**config.mk**
```make
export PLATFORM = sky130hd
export DESIGN_NAME = psum_writeback
export DESIGN_NICKNAME = d
export VERILOG_FILES = /design/src/rtl/psum_writeback_pkg.sv /design/src/rtl/psum_writeback_row_buffer.sv /design/src/rtl/psum_writeback.sv
export SDC_FILE = /design/constraint.sdc
export NUM_CORES = 1
export LEC_CHECK = 0
export BUFFER_PORTS_ARGS = -buffer_cell sky130_fd_sc_hd__buf_2
export CORE_ASPECT_RATIO = 0.7
export CORE_MARGIN = 4
export CORE_UTILIZATION = 28
export DETAILED_ROUTE_END_ITERATION = 16
export PLACE_DENSITY_LB_ADDON = 0.25
export SLEW_MARGIN = 20
export SYNTH_ARGS = -nofsm -noshare
export SYNTH_HDL_FRONTEND = slang
export SYNTH_SLANG_ARGS = --single-unit
```
**constraint.sdc**
```tcl
create_clock -name CLK -period 8.2 [get_ports CLK]
set_clock_uncertainty 0.15 [all_clocks]
set_input_delay 0.82 -clock CLK [delete_from_list [all_inputs] [get_ports CLK]]
set_output_delay 0.82 -clock CLK [all_outputs]
set_load 0.1 [all_outputs]
```
**src/rtl/psum_writeback_pkg.sv**
```systemverilog
// Shared constants, FSM encoding and memory request type for the partial-sum
// writeback path (array, scratchpad and writeback agree on these).
package psum_writeback_pkg;

  localparam int PSUM_N   = 4;
  localparam int PSUM_DW  = 16;
  localparam int PSUM_WPR = PSUM_N * PSUM_DW / 32;

  typedef enum logic [1:0] {
    ST_IDLE    = 2'd0,
    ST_COLLECT = 2'd1,
    ST_WRITE   = 2'd2,
    ST_DONE    = 2'd3
  } pw_state_e;

  typedef struct packed {
    logic        wen;
    logic [31:0] addr;
    logic [31:0] store;
  } mem_req_t;

  function automatic logic [31:0] word_align(input logic [31:0] a);
    return a & ~32'h3;
  endfunction

endpackage

```
**src/rtl/psum_writeback_row_buffer.sv**
```systemverilog
// N-row partial-sum staging buffer: one write port, one combinational read
// port, per-row valid bits cleared on arm.
module psum_row_buffer
  import psum_writeback_pkg::*;
#(
  parameter int N  = PSUM_N,
  parameter int DW = PSUM_DW,
  localparam int RW = $clog2(N)
) (
  input  logic            CLK,
  input  logic            nRST,
  input  logic            clr,
  input  logic            wr_en,
  input  logic [RW-1:0]   wr_row,
  input  logic [N*DW-1:0] wr_data,
  input  logic [RW-1:0]   rd_row,
  output logic [N*DW-1:0] rd_data,
  output logic [N-1:0]    vld,
  output logic            all_valid
);

  logic [N-1:0][N*DW-1:0] mem;
  logic [N-1:0]           wr_hot;

  // Out-of-range rows (non power-of-two N) shift to zero and are ignored.
  assign wr_hot = wr_en ? (N'(1) << wr_row) : '0;

  always_ff @(posedge CLK) begin
    for (int r = 0; r < N; r++)
      if (wr_hot[r]) mem[r] <= wr_data;
  end

  always_ff @(posedge CLK or negedge nRST) begin
    if (!nRST)    vld <= '0;
    else if (clr) vld <= '0;
    else          vld <= vld | wr_hot;
  end

  assign rd_data   = mem[rd_row];
  assign all_valid = &vld;

endmodule

```
**src/rtl/psum_writeback.sv**
```systemverilog
// Collects N partial-sum rows from the systolic array in any order, then
// streams them row-major to memory as 32-bit words.
module psum_writeback
  import psum_writeback_pkg::*;
#(
  parameter int N  = PSUM_N,
  parameter int DW = PSUM_DW,
  localparam int RW  = $clog2(N),
  localparam int WPR = N * DW / 32,
  localparam int KW  = (WPR > 1) ? $clog2(WPR) : 1
) (
  input  logic            CLK,
  input  logic            nRST,
  input  logic            start,
  input  logic [31:0]     base_addr,
  input  logic            psumout_en,
  input  logic [RW-1:0]   psumout_row_sel,
  input  logic [N*DW-1:0] psumout_data,
  output logic            mem_wen,
  output logic [31:0]     mem_addr,
  output logic [31:0]     mem_store,
  input  logic            mem_wait,
  output logic            busy,
  output logic            done,
  output logic            overflow_err
);

  pw_state_e       state, nxt;
  logic [RW-1:0]   wrow;
  logic [KW-1:0]   wk;
  logic [31:0]     waddr;
  logic            ovf;

  logic            arm, fill, accept, last_word, dup, collect_full;
  logic [N-1:0]    vld, row_hot;
  logic            all_valid;
  logic [N*DW-1:0] rd_data;
  mem_req_t        req;

  assign arm       = (state == ST_IDLE) && start;
  assign fill      = (state == ST_COLLECT) && psumout_en;
  assign accept    = (state == ST_WRITE) && !mem_wait;
  assign last_word = (32'(wrow) == N - 1) && (32'(wk) == WPR - 1);
  assign row_hot   = N'(1) << psumout_row_sel;
  assign dup       = |(vld & row_hot);
  // Leave COLLECT on the same edge that captures the final missing row.
  assign collect_full = all_valid || (&(vld | (fill ? row_hot : '0)));

  psum_row_buffer #(.N(N), .DW(DW)) u_buf (
    .CLK       (CLK),
    .nRST      (nRST),
    .clr       (arm),
    .wr_en     (fill),
    .wr_row    (psumout_row_sel),
    .wr_data   (psumout_data),
    .rd_row    (wrow),
    .rd_data   (rd_data),
    .vld       (vld),
    .all_valid (all_valid)
  );

  always_ff @(posedge CLK or negedge nRST) begin
    if (!nRST) state <= ST_IDLE;
    else       state <= nxt;
  end

  always_comb begin
    nxt = state;
    case (state)
      ST_IDLE:    if (start)                nxt = ST_COLLECT;
      ST_COLLECT: if (fill && collect_full) nxt = ST_WRITE;
      ST_WRITE:   if (accept && last_word)  nxt = ST_DONE;
      ST_DONE:                              nxt = ST_IDLE;
      default:                              nxt = ST_IDLE;
    endcase
  end

  // waddr doubles as the latched base; it only moves on an accepted write.
  always_ff @(posedge CLK or negedge nRST) begin
    if (!nRST) begin
      waddr <= '0;
      wrow  <= '0;
      wk    <= '0;
    end else if (arm) begin
      waddr <= word_align(base_addr);
      wrow  <= '0;
      wk    <= '0;
    end else if (accept) begin
      waddr <= waddr + 32'd4;
      if (32'(wk) == WPR - 1) begin
        wk   <= '0;
        wrow <= wrow + RW'(1);
      end else begin
        wk   <= wk + KW'(1);
      end
    end
  end

  always_ff @(posedge CLK or negedge nRST) begin
    if (!nRST)                                  ovf <= 1'b0;
    else if (arm)                               ovf <= 1'b0;
    else if (psumout_en && (state != ST_COLLECT || dup)) ovf <= 1'b1;
  end

  // Buffer is frozen during WRITE, so the request holds across mem_wait.
  always_comb begin
    req = '0;
    if (state == ST_WRITE) begin
      req.wen   = 1'b1;
      req.addr  = waddr;
      req.store = rd_data[32'(wk) * 32 +: 32];
    end
  end

  assign mem_wen      = req.wen;
  assign mem_addr     = req.addr;
  assign mem_store    = req.store;
  assign busy         = (state != ST_IDLE);
  assign done         = (state == ST_DONE);
  assign overflow_err = ovf;

endmodule

```
# After elaboration in Yosys (flattened, before gate mapping)
# Cells that the tools add are included.
dict set report totals {
  reg_bits 298
  input_bits 103
  elab_cells 65
}
dict set report op_classes {
  addsub 3
  order_cmp 1
  eq_ne 8
  shift 2
  muxes 19
  n_bitwise 2
  n_reduce_logical 20
}
# operator count
set ops {}
lappend ops {{$bmux W64 S2} 1}
lappend ops {{$mux W65} 1}
lappend ops {{$mux W32} 2}
lappend ops {{$mux W64} 1}
lappend ops {{$shiftx A64 B7 Y32} 1}
lappend ops {{$add A32 B3 Y32 const B} 1}
lappend ops {{$mux W2} 6}
lappend ops {{$mux W4} 2}
lappend ops {{$pmux W2 S4} 1}
lappend ops {{$reduce_and A4 Y1} 2}
lappend ops {{$reduce_bool A2 Y1} 4}
lappend ops {{$logic_and A1 B1 Y1} 7}
lappend ops {{$eq A2 B2 Y1 const B} 3}
lappend ops {{$ne A2 B1 Y1 const B} 3}
lappend ops {{$mux W1} 5}
lappend ops {{$and A4 B4 Y4} 1}
lappend ops {{$or A4 B4 Y4} 1}
lappend ops {{$reduce_or A4 Y1} 1}
lappend ops {{$shl A1 B2 Y4 const A} 1}
lappend ops {{$lt A2 B3 Y1 const B} 1}
lappend ops {{$reduce_and A3 Y1} 1}
lappend ops {{$add A2 B1 Y2 const B} 1}
lappend ops {{$eq A2 B1 Y1 const B} 1}
lappend ops {{$logic_not A2 Y1} 1}
lappend ops {{other kinds (5)} 6}

# Logic depth before layout (Yosys ltp)
dict set report logic_depth {
  depth_word 9
  ltp_mapped 7
}

# Modules after synthesis
# A second synthesis with hierarchy kept.
dict set report unflattened {
  hier_cells 689
  hier_area_um2 12517.0
}
# module instances cells_per_inst area_each_um2 seq_area_each_um2
set by_module_without_submodules {}
lappend by_module_without_submodules {psum_row_buffer 1 350 9491.6 7787.5}
lappend by_module_without_submodules {psum_writeback 1 339 3025.4 900.9}

# Worst setup path before layout
# Ideal clock, no wire load.
dict set report synth_timing {
  kind {in2reg}
  startpoint {input psumout_row_sel[1]}
  endpoint {register u_buf.mem[0] in the netlist's numbering, enable pin}
  setup_time_ns 0.568
  t_arrival_ns 5.335
  setup_slack_ns 2.148
  path_stages 1
  path_cell_list {nor3_1}
}
dict set report synth_between {
  elab_chain_len 2
}
# element line
set synth_rtl {}
lappend synth_rtl {{start, declared} psum_writeback.sv:17} ;# input logic [RW-1:0] psumout_row_sel,
lappend synth_rtl {{$shl A1 B2 Y4} psum_writeback_row_buffer.sv:26} ;# assign wr_hot = wr_en ? (N'(1) << wr_row) : '0;
lappend synth_rtl {{$mux W4} psum_writeback_row_buffer.sv:26}
lappend synth_rtl {{end signal, assigned by index} psum_writeback_row_buffer.sv:30} ;# if (wr_hot[r]) mem[r] <= wr_data;
lappend synth_rtl {{end, declared} psum_writeback_row_buffer.sv:22} ;# logic [N-1:0][N*DW-1:0] mem;
# Every way passes these cells.
# A chain may end at the register's enable or synchronous reset.

# Final worst setup path
dict set report layout_timing {
  startpoint {register wrow[0]}
  endpoint {output mem_store[22]}
}
dict set report layout_between {
  elab_chain_len 4
}
# element line
set layout_rtl {}
lappend layout_rtl {{start, declared} psum_writeback.sv:29} ;# logic [RW-1:0] wrow;
lappend layout_rtl {{start signal, assigned} psum_writeback.sv:92} ;# wrow <= wrow + RW'(1);
lappend layout_rtl {{$bmux W64 S2} psum_writeback_row_buffer.sv:39} ;# assign rd_data = mem[rd_row];
lappend layout_rtl {{$mux W64 (implied by the code)} psum_writeback_row_buffer.sv:39}
lappend layout_rtl {{$shiftx A64 B7 Y32} psum_writeback.sv:111} ;# req.store = rd_data[32'(wk) * 32 +: 32];
lappend layout_rtl {{$mux W65} psum_writeback.sv:108} ;# if (state == ST_WRITE) begin
lappend layout_rtl {{end, declared} psum_writeback.sv:21} ;# output logic [31:0] mem_store,
# Every way passes these cells. The select of a mux whose other input is x is not followed.

==> metrics.md <==
| Metric | Value |
|---|---|
| Die Y | `roughly 180 um` |
| Most numerous cell in the Yosys netlist | `edfxtp_1` |
| Number of synthesized flops with an enable pin | `256` |
| Reg2Reg Depth | `7` |
| Cell count after synthesis | `between 600 and 700` |
| Crit Path Category | `flip-flop to primary output` |
| Seq/Total Area, Yosys | `between 70% and 80%` |
| Yosys top cell area share | `62.4%` |
| CP Data Required Time | `7.23 ns` |
| Top sig layer | `met5` |
| Ys flop type | `edfxtp_1` |
| Worst R2R Start | `state[0]` |
| Metal3 WL | `1560 um` |
| Vias after detailed routing | `6752` |
| Ys async rst share | `13.5%` |
| Period Utilization, post-route | `52.8%` |
| Boundary Pins | `171` |
| Status | `complete, no violations` |
| DP Wirelength | `18000 um` |
| Initial antenna violation count | `3` |
| Residual DRC | `0` |
| Number of routed nets with antenna violations | `0` |
| Top delay family on crit path | `buffers and inverters` |
| Max-slew violations | `0` |
| GR Util All Layers | `12.1%` |
| WL met2 | `between 10000 and 15000 um` |
| Initial cell density of the core | `28.3%` |
| Post-Route WL | `approximately 29000 um` |
| Core ar. | `43600 sq um` |
| Clock Tree Root | `clkbuf_16` |
| Dpl ws | `4.15 ns` |
| Fmax | `231 MHz` |
| Worst-path clk slew | `about 0.070 ns` |
| DRT Pass-1 Iters | `6` |
| Crit path launch type | `flip-flop` |
| Clock latency on the worst-skew pair | `0.51 ns` |
| HP Class | `primary input to asynchronous set/reset pin` |
| Hold WS | `about 0.16 ns` |
| Syn_area_per_cell | `17.6 sq um` |
| Diodes inserted | `0` |
| Layout area overhead | `21.9%` |
| Final hold violations | `0` |
| Placed Cells incl. Taps | `1431` |
| Setup slack on the worst flop-to-flop path | `4.58 ns` |
| Post-CTS setup-driven buffer insertion count | `0` |
| Synth unique cells | `45` |
| Max Cap Viol | `0` |
| CTS tree | `done` |
| Area contributors post-synth | `edfxtp_1 (62%), mux4_2 (12%), dfrtp_1 (8.1%)` |
| Final setup vio count | `0` |
| Via density | `4.53` |
| PnR worst setup slack | `3.87 ns` |
| Power Density | `between 300 and 400 nW/um^2` |
| Vias in the first global route | `7079` |
| DRC marker count from the first detailed-route iteration | `396` |
| Buf/Inv on CP | `2` |
| Mapped cell area | `roughly 12000 sq um` |
| Met1 wire length | `13300 um` |
| Die width | `roughly 260 um` |
| Largest net degree at the start of global routing | `46` |
| Post-route non-filler standard cell count | `1490` |
| Cells along the critical path | `buf_4 -> mux4_2 -> mux2i_1 -> nor2b_1 -> buf_2` |
| First-pass GRT wire length | `approximately 44000 um` |
| CTS Buf Count | `34` |
| Synth area leader | `edfxtp_1` |
| Wire length per cell | `19.3 um` |
| Reg2reg end | `waddr[27]` |
| CP max-delay cell | `dfrtp_4` |
| Final setup TNS | `0 ns` |
| Routability cong. | `approximately 0.73` |
| Synth cell count leaders | `edfxtp_1 (256), mux4_2 (65), dfrtp_1 (40)` |
| RSZ-0062 raised after global routing | `false` |
| CP max stage delay | `0.96 ns` |
| Worst Path Arrival | `3.36 ns` |
| Row cnt | `64` |
| Clk buf depth | `3` |
| Global route total overflow | `0` |
| Clock Sinks | `296` |
| Ratio of cells with drive above 1 in the final layout | `34.0%` |
| Port bufs | `166` |
| Leakage | `5.25 nW` |
| Tmin final | `4.33 ns` |
| Htree depth | `2` |
| Syn. warnings | `0` |
| Post-CTS Hold Buffers | `0` |
| Gates resized, CTS repair | `0` |
| Worst slew pin tran | `0.827 ns` |
| Maximum VDD drop | `0.000226 V` |
| Worst setup EP type | `primary output` |
| Die ar. | `47500 sq um` |
| Max FO, Critical Path | `38` |
| Post-synthesis sequential element count | `296` |
| Relative slew slack | `between 40% and 50%` |
| Total Nets Final | `slightly below 1000` |
[worst reg2reg max path, delay by kind of cell, from the launching register on]
kind	cells	cell delay, ns
and+or+nand+nor	3	1.52
buffers and inverters	2	0.66
AOI/OAI and AO/OA	1	0.17
adders and majority gates	1	0.65
DFF	1	0.40
[placed cells by master, fill, tap and decap left out, types with 2 or more instances in the layout]
cell and instances:
a21oi_1 2, a31oi_1 15, and2_1 33, and3_1 4
and3b_1 3, and4_1 7, and4b_1 2, buf_2 165
buf_4 12, bufinv_16 7, clkbuf_1 3, clkbuf_16 35
clkinv_1 7, clkinv_2 4, conb_1 2, dfrtp_1 37
dfrtp_4 2, edfxtp_1 256, ha_1 6, inv_1 5
mux2_2 2, mux2i_1 34, mux4_2 65, nand2_1 28
nand3_1 7, nand4_1 10, nand4_2 2, nor2_1 26
nor2b_1 34, o211ai_1 2, o21ai_0 19, o31ai_1 9
or3_1 6, or4_1 9, xnor2_1 6, xor2_1 9
[routing by layer]
| metal | track usage, % | vias up |
|---|---|---|
| met5 | 0 | - |
| met4 | 2.46 | 4 |
| met3 | 3.00 | 46 |
| met2 | 19.1 | 134 |
| met1 | 17.1 | 3440 |
| li1 | - | 3128 |
[sequential cells by signal (all words and copies together) (netlist names)]
register / count
overflow_err: 1
state: 2
waddr: 30
wk: 1
u_buf.mem: 256
u_buf.vld: 4
wrow: 2
[final cells by class]
class | instances | area [sq um]
clock inverter | 21 | 282
clock buffer | 38 | 887
sequential | 296 | 8700
tap | 594 | 743
timing repair buffer | 178 | 936
multi-input combinational | 358 | 3460
fill | 4237 | 28500
inverter | 5 | 18.8
[cells by family after synthesis]
| logic type | count (synthesis) | synth area share (%) |
|---|---|---|
| other | 1 | 0.0304 |
| multiplexers | 102 | 14.9 |
| adder cells (fa/ha/maj) | 7 | 0.710 |
| XOR/XNOR | 15 | 1.07 |
| buffers and inverters | 46 | 1.67 |
| AO/OA/AOI/OAI | 53 | 2.69 |
| flip-flops | 296 | 70.5 |
| AND/OR/NAND/NOR | 179 | 8.44 |
[how the worst max path moves through the flow]
stage | startpoint | to | cells after the start
6_report | wrow[0] | mem_store[22] | 5
5_1_grt | wrow[0] | mem_store[22] | 5
4_1_cts | wrow[0] | mem_store[22] | 5
3_5_place_dp | wrow[0] | mem_store[22] | 5
3_3_place_gp | wrow[0] | mem_store[22] | 5
2_1_floorplan | psumout_row_sel[1] | u_buf.mem[0] | 1
[power breakdown]
part | internal [mW] | leakage, nW | switching, mW | total [mW]
clock | 0.998 | 0.569 | 0.593 | 1.59
sequential | 1.80 | 2.78 | 0.197 | 2.00
combinational | 0.588 | 1.90 | 1.58 | 2.16
[stage by stage]
step                cell area (sq um)  util (%)  total power [mW]
floorplan                       12300         -              3.78
global placement                13800      31.7              4.23
detailed placement              13900      31.8              4.24
CTS                             15000      34.5              5.86
global route                    15000      34.5              6.05
finish                          15000      34.5              5.75
No activity file was read; power rests on OpenSTA's default activity.
